$ cat src/rtl/mc_sram_seq.sv
// mc_sram_seq: single-port async SRAM sequencer with programmable setup, strobe and turnaround timing
module mc_sram_seq #(
    parameter int AW = 18,
    parameter int RD_WAIT = 2,
    parameter int WR_WAIT = 2,
    parameter int TURN = 1
) (
    input  logic          sys_clk,
    input  logic          sys_rst,
    input  logic          mem_stb_i,
    input  logic          mem_we_i,
    input  logic [AW-1:0] mem_addr_i,
    input  logic [15:0]   mem_data_i,
    output logic [15:0]   mem_data_o,
    output logic          mem_ack_o,
    output logic          mem_busy_o,
    output logic [AW-1:0] sram_addr_o,
    output logic [15:0]   sram_dq_o,
    output logic          sram_dq_oe_o,
    input  logic [15:0]   sram_dq_i,
    output logic          sram_ce_n_o,
    output logic          sram_oe_n_o,
    output logic          sram_we_n_o
);
    typedef enum logic [2:0] {S_IDLE, S_RD, S_WSETUP, S_WPULSE, S_WHOLD, S_ACK, S_TURN} state_t;
    state_t state, state_n;
    logic [3:0] cnt, cnt_n;
    always_comb begin
        state_n = state;
        cnt_n = cnt;
        case (state)
            S_IDLE: if (mem_stb_i) begin
                state_n = mem_we_i ? S_WSETUP : S_RD;
                cnt_n = 4'(RD_WAIT - 1);
            end
            S_RD: begin
                state_n = cnt == 4'd0 ? S_ACK : S_RD;
                cnt_n = cnt == 4'd0 ? cnt : cnt - 4'd1;
            end
            S_WSETUP: begin
                state_n = S_WPULSE;
                cnt_n = 4'(WR_WAIT - 1);
            end
            S_WPULSE: begin
                state_n = cnt == 4'd0 ? S_WHOLD : S_WPULSE;
                cnt_n = cnt == 4'd0 ? cnt : cnt - 4'd1;
            end
            S_WHOLD: state_n = S_ACK;
            S_ACK: begin
                state_n = TURN > 0 ? S_TURN : S_IDLE;
                cnt_n = 4'(TURN - 1);
            end
            S_TURN: begin
                state_n = cnt == 4'd0 ? S_IDLE : S_TURN;
                cnt_n = cnt == 4'd0 ? cnt : cnt - 4'd1;
            end
            default: state_n = S_IDLE;
        endcase
    end
    always_ff @(posedge sys_clk or posedge sys_rst) begin
        if (sys_rst) begin
            state <= S_IDLE;
            cnt <= 4'd0;
            mem_data_o <= 16'd0;
            mem_ack_o <= 1'b0;
            mem_busy_o <= 1'b0;
            sram_addr_o <= '0;
            sram_dq_o <= 16'd0;
            sram_dq_oe_o <= 1'b0;
            sram_ce_n_o <= 1'b1;
            sram_oe_n_o <= 1'b1;
            sram_we_n_o <= 1'b1;
        end else begin
            state <= state_n;
            cnt <= cnt_n;
            mem_ack_o <= state_n == S_ACK;
            mem_busy_o <= state_n != S_IDLE;
            sram_ce_n_o <= !(state_n inside {S_RD, S_WSETUP, S_WPULSE, S_WHOLD});
            sram_oe_n_o <= state_n != S_RD;
            sram_we_n_o <= state_n != S_WPULSE;
            sram_dq_oe_o <= state_n inside {S_WSETUP, S_WPULSE, S_WHOLD};
            if (state == S_IDLE && mem_stb_i) begin
                sram_addr_o <= mem_addr_i;
                sram_dq_o <= mem_data_i;
            end
            if (state == S_RD && cnt == 4'd0)
                mem_data_o <= sram_dq_i;
        end
    end
endmodule

$ cat config.mk
export PLATFORM = sky130hd
export DESIGN_NAME = mc_sram_seq
export DESIGN_NICKNAME = d
export VERILOG_FILES = /design/src/rtl/mc_sram_seq.sv
export SDC_FILE = /design/constraint.sdc
export NUM_CORES = 1
export LEC_CHECK = 0
export ABC_AREA = 1
export CORE_MARGIN = 2
export CORE_UTILIZATION = 30
export DETAILED_ROUTE_END_ITERATION = 10
export PLACE_DENSITY = 0.56
export SLEW_MARGIN = 20
export SYNTH_ARGS = -nofsm -noshare
export SYNTH_HDL_FRONTEND = slang
export SYNTH_SLANG_ARGS = --single-unit
$ cat constraint.sdc
create_clock -name sys_clk -period 3.4 [get_ports sys_clk]
set_clock_uncertainty 0.2 [all_clocks]
set_input_delay 1.02 -clock sys_clk [delete_from_list [all_inputs] [get_ports sys_clk]]
set_output_delay 1.02 -clock sys_clk [all_outputs]
set_load 0.02 [all_outputs]
== Word-level counts from Yosys, hierarchy flattened ==
Cells that the tools add are included.

* Reductions and logical operators: 11
* Eq/ne operators: 15
* Add/subtract/negate cells: 1
* Mux-type cells: 9

{| class="wikitable"
|+ Operators by type and width
! cell !! count
|-
| 3-bit one-hot mux with 7 select lines || 1
|-
| 4-bit one-hot mux with 4 select lines || 1
|-
| 3-bit equality test (second input constant) || 5
|-
| 3-bit by 2-bit equality test with 1-bit output (second input constant) || 4
|-
| 3-bit two-way mux || 4
|-
| 4-bit two-way mux || 2
|-
| 4-bit nonzero test || 2
|-
| 3-bit by 1-bit equality test with 1-bit output (second input constant) || 2
|-
| 3-bit nonzero test || 2
|-
| 4-bit zero test || 1
|-
| 2-bit inequality test (second input constant) || 2
|-
| 4-bit by 1-bit subtractor with 4-bit output (second input constant) || 1
|-
| 3-bit zero test || 1
|-
| 3-bit by 1-bit inequality test with 1-bit output (second input constant) || 1
|-
| 3-bit by 2-bit inequality test with 1-bit output (second input constant) || 1
|-
| 3-bit AND reduction || 1
|-
| 3-bit OR reduction || 1
|-
| 1-bit logical AND || 2
|-
| 2-bit two-way mux || 1
|-
| 1-bit zero test || 1
|}

* Register bits after elaboration: 63

== Depth between registers and ports, before layout ==
Gate-level depths: netlist (run 1).

* Depth in word-level cells: 6
* Mapped depth: 10

== Worst setup path before layout (run 1) ==
No wires, ideal clock.

* Path kind: input-to-reg
* Start point: input mem_stb_i
* End point: register sram_addr_o[12]
* Required time: 3072 ps
* Setup time: 128 ps
* Path buffers: 1
* Data arrival time: 1723 ps
* Slack: 1350 ps
* Stages on the path: 5
* Cells stage by stage: inv_1 -> nor2_2 -> nand2_4 -> buf_6 -> mux2_1

* Word-level cells in the longest chain between the ends: 1

{| class="wikitable"
|+ Ends and longest elaborated chain
! element !! RTL line !! text
|-
| start, declared || 10 || <nowiki>input logic mem_stb_i,</nowiki>
|-
| 1-bit logical AND || 82 || <nowiki>if (state == S_IDLE && mem_stb_i) begin</nowiki>
|-
| end signal, assigned || 83 || <nowiki>sram_addr_o <= mem_addr_i;</nowiki>
|-
| end, declared || 17 || <nowiki>output logic [AW-1:0] sram_addr_o,</nowiki>
|}

Every way passes these cells.
A chain may end at the register's enable or synchronous reset.

== Final worst setup path (run 1) ==
* Start point: register sram_ce_n_o
* End point: output sram_ce_n_o

{| class="wikitable"
|+ RTL lines
! element !! RTL line !! text
|-
| start, declared || 21 || <nowiki>output logic sram_ce_n_o,</nowiki>
|-
| start signal, assigned || 78 || <nowiki>sram_ce_n_o <= !(state_n inside {S_RD, S_WSETUP, S_WPULSE, S_WHOLD});</nowiki>
|}

No word-level cell between the ends.

==> results of run 1 <==
through the flow:
stage | instance area (µm²) | instances | hold WS (ns) | setup WS (ns) | utilization
after floorplan | 2749 | 239 | 0.2750 | 0.6152 | -
after global placement | 3897 | 449 | 0.2652 | 0.6445 | 0.4426
after detailed placement | 3897 | 449 | 0.2696 | 0.6270 | 0.4426
after CTS | 4128 | 465 | 0.2897 | 0.6754 | 0.4687
after global routing | 4128 | 465 | 0.3133 | 0.6631 | 0.4687
final | 4128 | 465 | 0.2848 | 0.7130 | 0.4687
power by group through the flow:
stage	clock network, mW	registers [mW]	logic, mW
final	0.740	1.35	2.08
after global routing	0.810	1.40	2.26
after CTS	0.772	1.35	2.12
after detailed placement	0	1.36	2.11
after global placement	0	1.35	2.08
after floorplan	0	1.74	0.882
cell type report:
cell class	count	area share
well taps	108	0.03274
multi-input cells	137	0.2301
flip-flops and latches	63	0.3828
repair buffers	111	0.2710
inverters	30	0.02758
clock buffers	10	0.03334
clock inverters	6	0.02243
logic make-up after synthesis:
group,count (synthesis),share of synthesized area
mux,34,0.1393
fa+ha+maj,2,0.009102
compound gates,24,0.06645
buf+inv,39,0.07965
simple gates,75,0.1243
flops,63,0.5749
xor+xnor,2,0.006373
how the worst max path moves through the flow:
stage                 from              to  slack [ns]
2_1_floorplan      sys_rst          cnt[0]        0.62
3_3_place_gp     mem_stb_i  sram_addr_o[1]        0.64
3_5_place_dp     mem_stb_i  sram_addr_o[2]        0.63
4_1_cts        sram_ce_n_o     sram_ce_n_o        0.68
5_1_grt        sram_ce_n_o     sram_ce_n_o        0.66
6_report       sram_ce_n_o     sram_ce_n_o        0.71
sequential cells by signal, summed over array words and instances, names as in the netlist:
register,cells
sram_ce_n_o,1
mem_busy_o,1
sram_oe_n_o,1
mem_data_o,16
sram_dq_o,16
mem_ack_o,1
sram_we_n_o,1
sram_addr_o,18
sram_dq_oe_o,1
state,3
cnt,4
layer usage:
metal,wire length [µm],vias up,global-route usage
met5,0,-,0
met3,465,9,0.03725
met1,2635,934,0.1630
met4,96,0,0.06639
met2,2701,78,0.1876
li1,-,993,-
cell usage in the layout, fill, tap and decap left out, types with 7 or more instances in the layout:
cell type          n
nand3_1            9
nor2_1             7
inv_1             26
clkdlybuf4s50_1  109
o21ai_2           16
nand2_1           46
mux2_2            28
clkbuf_8          10
dfrtp_1           60
==> insert_results.sql, run 1 <==
INSERT INTO impl_metrics (metric_group, metric, value, unit) VALUES
('cells_and_area', 'n_antenna_cell', '0', ''),
('floorplan', 'coreArea', '8806', 'µm²'),
('synth', 'synth_top_cell_by_area', 'dfrtp_1', ''),
('clock_network', 'clk_path_buf_depth', '2', ''),
('routing', 'drt_first_iter_violations', '30', ''),
('routing', 'drt.antenna.violating_nets', '0', ''),
('clock_network', 'clk_root_buffer_cell', 'clkbuf_8', ''),
('routing', 'drc', '0', ''),
('place', 'place_hpwl', '4.219', 'mm'),
('worst_hold_path', 'min-delay-start', 'mem_data_o[12]', ''),
('place', 'number_of_buffers_added_on_ports', '109', ''),
('critical_path', 'worst_setup_path_start_kind', 'flip-flop', ''),
('clock_network', 'post-cts-setup-buffers', '0', ''),
('critical_path', 'crit_slowest_cell', 'clkdlybuf4s50_1', ''),
('critical_path', 'path_class', 'flip-flop to output pin', ''),
('critical_path', 'cp.buffers_inverters', '1', ''),
('cells_and_area', 'synthToLayoutAreaGrowth', '50.16', '%'),
('place', 'place_congestion', '0.7683', ''),
('clock_network', 'cts_tree', 'done', ''),
('critical_path', 'timing.rr.end', 'mem_data_o[0]', ''),
('clock_network', 'clkSinkCount', '63', ''),
('power', 'cellLeakagePower', '1.866', 'nW'),
('synth', 'yosysWarningCount', '0', ''),
('routing', 'finalWirelength', '5.898', 'mm'),
('critical_path', 'ff2ff_setup_slack', '1.56', 'ns'),
('synth', 'synth_edf_count', '0', ''),
('power', 'switching_fraction_of_total_power', '0.3781', ''),
('cells_and_area', 'fillCellCount', '852', ''),
('critical_path', 'worst-endpoint-required', '2.18', 'ns'),
('floorplan', 'floorplan.io_pins', '110', ''),
('timing', 'timing.fmax', '0.3722', 'GHz'),
('timing', 'timing.final.setup_violations', '0', ''),
('clock_network', 'cts.hold.buffers_added', '0', ''),
('floorplan', 'placementRows', '34', ''),
('timing', 'timing.setup.tns', '0', 'ns'),
('outcome', 'result_of_the_run', 'finished clean', ''),
('critical_path', 'max_stage_delay', '0.61', 'ns'),
('global_routing', 'grtUsageTotal', '0.1251', ''),
('timing', 'report.final.slew_viol_count', '0', ''),
('power', 'power_frac_clock', '0.178', ''),
('synth', 'synth_sequential_area_ratio', '0.5749', ''),
('cells_and_area', 'multi_input_combinational_cell_area', '949.7', 'µm²'),
('global_routing', 'vias_in_the_first_global_route', '2007', ''),
('global_routing', 'antenna_violations_before_repair', '0', ''),
('timing', 'timing.final.hold_violations', '0', ''),
('flow_run', 'drv_cap', '0', ''),
('synth', 'synth_flop_cell', 'dfrtp_1', ''),
('timing', 'worst_slew_margin_rel', '0.6973', ''),
('global_routing', 'grt.overflow.total', '0', ''),
('power', 'vdd.ir_drop.worst', '0.3968', 'mV'),
('synth', 'cell_types_with_the_highest_counts_after_synthesis', 'dfrtp_1, nand2_1, mux2_2, inv_1, o21ai_2', ''),
('critical_path', 'path_delay_family', 'buffers and inverters', ''),
('critical_path', 'worstSetupEndpointType', 'output pin', ''),
('timing', 'fin_crit_sh', '0.7903', ''),
('critical_path', 'worst_r2r_path_depth', '7', ''),
('cells_and_area', 'nNetsFinal', '408', ''),
('global_routing', 'grt_first_pass_wirelength', '9.639', 'mm'),
('global_routing', 'grt_max_degree', '64', ''),
('power', 'p_per_area', '1010', 'nW/µm²'),
('power', 'combinational_power_share', '0.500', ''),
('clock_network', 'ctsResizeCount', '0', ''),
('cells_and_area', 'share_of_final_layout_standard_cells_stronger_than_drive_strength_1', '0.2157', ''),
('critical_path', 'critical_path.cell_chain', 'clkdlybuf4s50_1', ''),
('synth', 'top_post_synthesis_cells_by_area', 'dfrtp_1, mux2_2, nand2_1, o21ai_2, inv_1', ''),
('timing', 'rsz_0062_raised_after_global_routing', 'no', ''),
('power', 'sequentialPowerShare', '0.323', ''),
('synth', 'avgSynthCellArea', '11.50', 'µm²'),
('floorplan', 'floorplan.die.height', '99.73', 'µm'),
('synth', 'synthDistinctLibCells', '28', ''),
('critical_path', 'crit_fanout', '1', ''),
('cells_and_area', 'ff_latch_area', '1580', 'µm²');
Note: power is estimated with default switching activity, not from simulation.
==> inputs of run 2 (changes only) <==
==> constraint.sdc (replaced) <==
create_clock -name sys_clk -period 2.49 [get_ports sys_clk]
set_clock_uncertainty 0.2 [all_clocks]
set_input_delay 0.747 -clock sys_clk [delete_from_list [all_inputs] [get_ports sys_clk]]
set_output_delay 0.747 -clock sys_clk [all_outputs]
set_load 0.02 [all_outputs]
==> insert_results.sql, run 2 (synthesized netlist as in run 1, its figures left out) <==
INSERT INTO impl_metrics (metric_group, metric, value, unit) VALUES
('global_routing', 'vias_in_the_first_global_route', '1985', ''),
('worst_hold_path', 'hold_path.class', 'flip-flop to flip-flop', ''),
('cells_and_area', 'final_core_util', '0.4668', ''),
('clock_network', 'h_tree_levels', '3', ''),
('routing', 'drt_first_pass_iters', '4', ''),
('floorplan', 'floorplan.die.height', '99.73', 'µm'),
('routing', 'drc', '0', ''),
('cells_and_area', 'most_frequent_cells_in_the_layout', 'clkdlybuf4s50_1, dfrtp_1, nand2_1', ''),
('critical_path', 'worst_setup_path_start_kind', 'flip-flop', ''),
('critical_path', 'critical_path.cell_chain', 'clkdlybuf4s50_1', ''),
('timing', 'timing.setup.tns', '0', 'ns'),
('floorplan', 'placementRows', '34', ''),
('cells_and_area', 'final_common_cell', 'clkdlybuf4s50_1', ''),
('worst_hold_path', 'hold_path_end', 'mem_data_o[13]', ''),
('floorplan', 'floorplan.io_pins', '110', ''),
('timing', 'timing.final.hold_violations', '0', ''),
('power', 'report.power.total', '5.554', 'mW'),
('timing', 'timing.fmax', '0.4181', 'GHz'),
('power', 'combinational_power_share', '0.516', ''),
('clock_network', 'clk_path_buf_depth', '2', ''),
('timing', 'timing.hold.ws', '0.2820', 'ns'),
('global_routing', 'antenna_violations_before_repair', '0', ''),
('place', 'place_congestion', '0.7746', ''),
('cells_and_area', 'number_of_flip_flops_in_the_largest_register', '18', ''),
('clock_network', 'ctsResizeCount', '0', ''),
('cells_and_area', 'layout.cells.non_filler', '466', ''),
('routing', 'route.vias.total', '2001', ''),
('place', 'placedInstanceArea', '3921', 'µm²'),
('place', 'place_hpwl', '4.104', 'mm'),
('power', 'cellLeakagePower', '1.859', 'nW'),
('critical_path', 'ff2ff_setup_slack', '0.64', 'ns'),
('critical_path', 'cp.buffers_inverters', '1', ''),
('timing', 'report.final.slew_viol_count', '0', ''),
('cells_and_area', 'final_area', '4110', 'µm²'),
('global_routing', 'grtUsageTotal', '0.1251', ''),
('critical_path', 'worst_r2r_path_depth', '7', ''),
('clock_network', 'post-cts-setup-buffers', '0', ''),
('power', 'p_per_area', '1351', 'nW/µm²'),
('clock_network', 'clk_root_buffer_cell', 'clkbuf_8', ''),
('critical_path', 'r2r-start', 'cnt[0]', ''),
('critical_path', 'timing.rr.end', 'mem_data_o[10]', ''),
('routing', 'post_drt_wl_per_cell', '12.66', 'µm'),
('critical_path', 'setup.worst_path.start', 'sram_ce_n_o', ''),
('floorplan', 'design.die.area', '9945', 'µm²'),
('clock_network', 'clk_pin_slew_worst_paths', '0.07', 'ns'),
('timing', 'fin_crit', '2.392', 'ns'),
('timing', 'worst_slew_margin_rel', '0.7336', ''),
('worst_hold_path', 'worst_hold_path.num_cells', '2', ''),
('place', 'number_of_buffers_added_on_ports', '109', ''),
('critical_path', 'max_stage_delay', '0.60', 'ns'),
('power', 'sequentialPowerShare', '0.329', ''),
('power', 'vdd.ir_drop.worst', '0.5396', 'mV'),
('cells_and_area', 'registers.top_by_ff_count', 'sram_addr_o', ''),
('global_routing', 'grt_first_pass_wirelength', '9.625', 'mm'),
('cells_and_area', 'top_registers', 'sram_addr_o (18), mem_data_o (16), sram_dq_o (16)', ''),
('global_routing', 'grt.overflow.total', '0', ''),
('place', 'place_worst_setup_slack', '0.1135', 'ns'),
('cells_and_area', 'share_of_final_layout_standard_cells_stronger_than_drive_strength_1', '0.2151', ''),
('critical_path', 'cp.depth', '1', ''),
('worst_hold_path', 'min-delay-start', 'mem_data_o[13]', ''),
('timing', 'rsz_0062_raised_after_global_routing', 'no', ''),
('flow_run', 'drv_cap', '0', ''),
('timing', 'worstMarginPinSlew', '0.3996', 'ns'),
('critical_path', 'worst-endpoint-required', '1.54', 'ns'),
('critical_path', 'crit_fanout', '1', ''),
('critical_path', 'crit_slowest_cell', 'clkdlybuf4s50_1', ''),
('clock_network', 'worstSkewPairLatency', '0.34', 'ns'),
('clock_network', 'cts_tree', 'done', ''),
('floorplan', 'initial_core_util', '0.3122', ''),
('critical_path', 'worstSetupEndpointType', 'output pin', ''),
('timing', 'final_critical_path_setup_slack', '0.09834', 'ns'),
('critical_path', 'path_delay_family', 'buffers and inverters', ''),
('cells_and_area', 'n_antenna_cell', '0', ''),
('clock_network', 'cts.hold.buffers_added', '0', ''),
('place', 'placedCellCount', '450', ''),
('critical_path', 'path_class', 'flip-flop to output pin', ''),
('routing', 'drt.antenna.violating_nets', '0', ''),
('critical_path', 'critical_path_data_arrival_time', '1.44', 'ns'),
('timing', 'timing.final.setup_violations', '0', ''),
('cells_and_area', 'nNetsFinal', '409', ''),
('clock_network', 'cts_made_buffers', '9', ''),
('floorplan', 'floorplan.die.width', '99.73', 'µm'),
('routing', 'finalWirelength', '5.899', 'mm'),
('global_routing', 'grt_max_degree', '64', ''),
('power', 'switching_fraction_of_total_power', '0.3840', ''),
('routing', 'via_per_inst', '4.294', ''),
('timing', 'fin_crit_sh', '0.9605', ''),
('power', 'power.switching', '2.133', 'mW'),
('floorplan', 'coreArea', '8806', 'µm²'),
('routing', 'drt_first_iter_violations', '56', ''),
('clock_network', 'clkSinkCount', '63', ''),
('power', 'power_frac_clock', '0.155', ''),
('outcome', 'result_of_the_run', 'finished clean', ''),
('power', 'intPower', '3.421', 'mW'),
('cells_and_area', 'synthToLayoutAreaGrowth', '49.52', '%');
## run 2: power by group through the flow
stage          clock, mW  combinational (mW)  sequential (mW)
2_1_floorplan          0                1.20             2.37
3_3_place_gp           0                2.88             1.84
3_5_place_dp           0                2.91             1.85
4_1_cts            0.905                2.92             1.83
5_1_grt            0.954                3.12             1.90
6_report           0.860                2.87             1.83
## run 2: tightest hold or removal path, stage by stage, from the launching register on
cell,delay [ns]
dfrtp_1,0.34
nand2_1,0.06
o21ai_2,0.05
## run 2: worst max-delay path by stage
stage,endpoint
final,sram_ce_n_o
after global routing,sram_ce_n_o
after CTS,sram_ce_n_o
after detailed placement,sram_dq_o[4]
after global placement,sram_dq_o[4]
after floorplan,sram_addr_o[12]
## run 2: per-layer routing
metal | wire length, µm | GRT usage | part of all wire
met5 | 0 | 0 | 0
met2 | 2795 | 0.2001 | 0.47
met3 | 516 | 0.04989 | 0.087
met4 | 94 | 0.04742 | 0.016
met1 | 2492 | 0.1521 | 0.42
## run 2: final cells by class
class | count | area [µm²]
clock inverter | 6 | 61.31
timing repair buffer | 112 | 1139
tap | 108 | 135.1
multi-input combinational | 137 | 949.7
inverter | 30 | 117.6
clock buffer | 10 | 127.6
sequential | 63 | 1580
fill | 837 | 4696
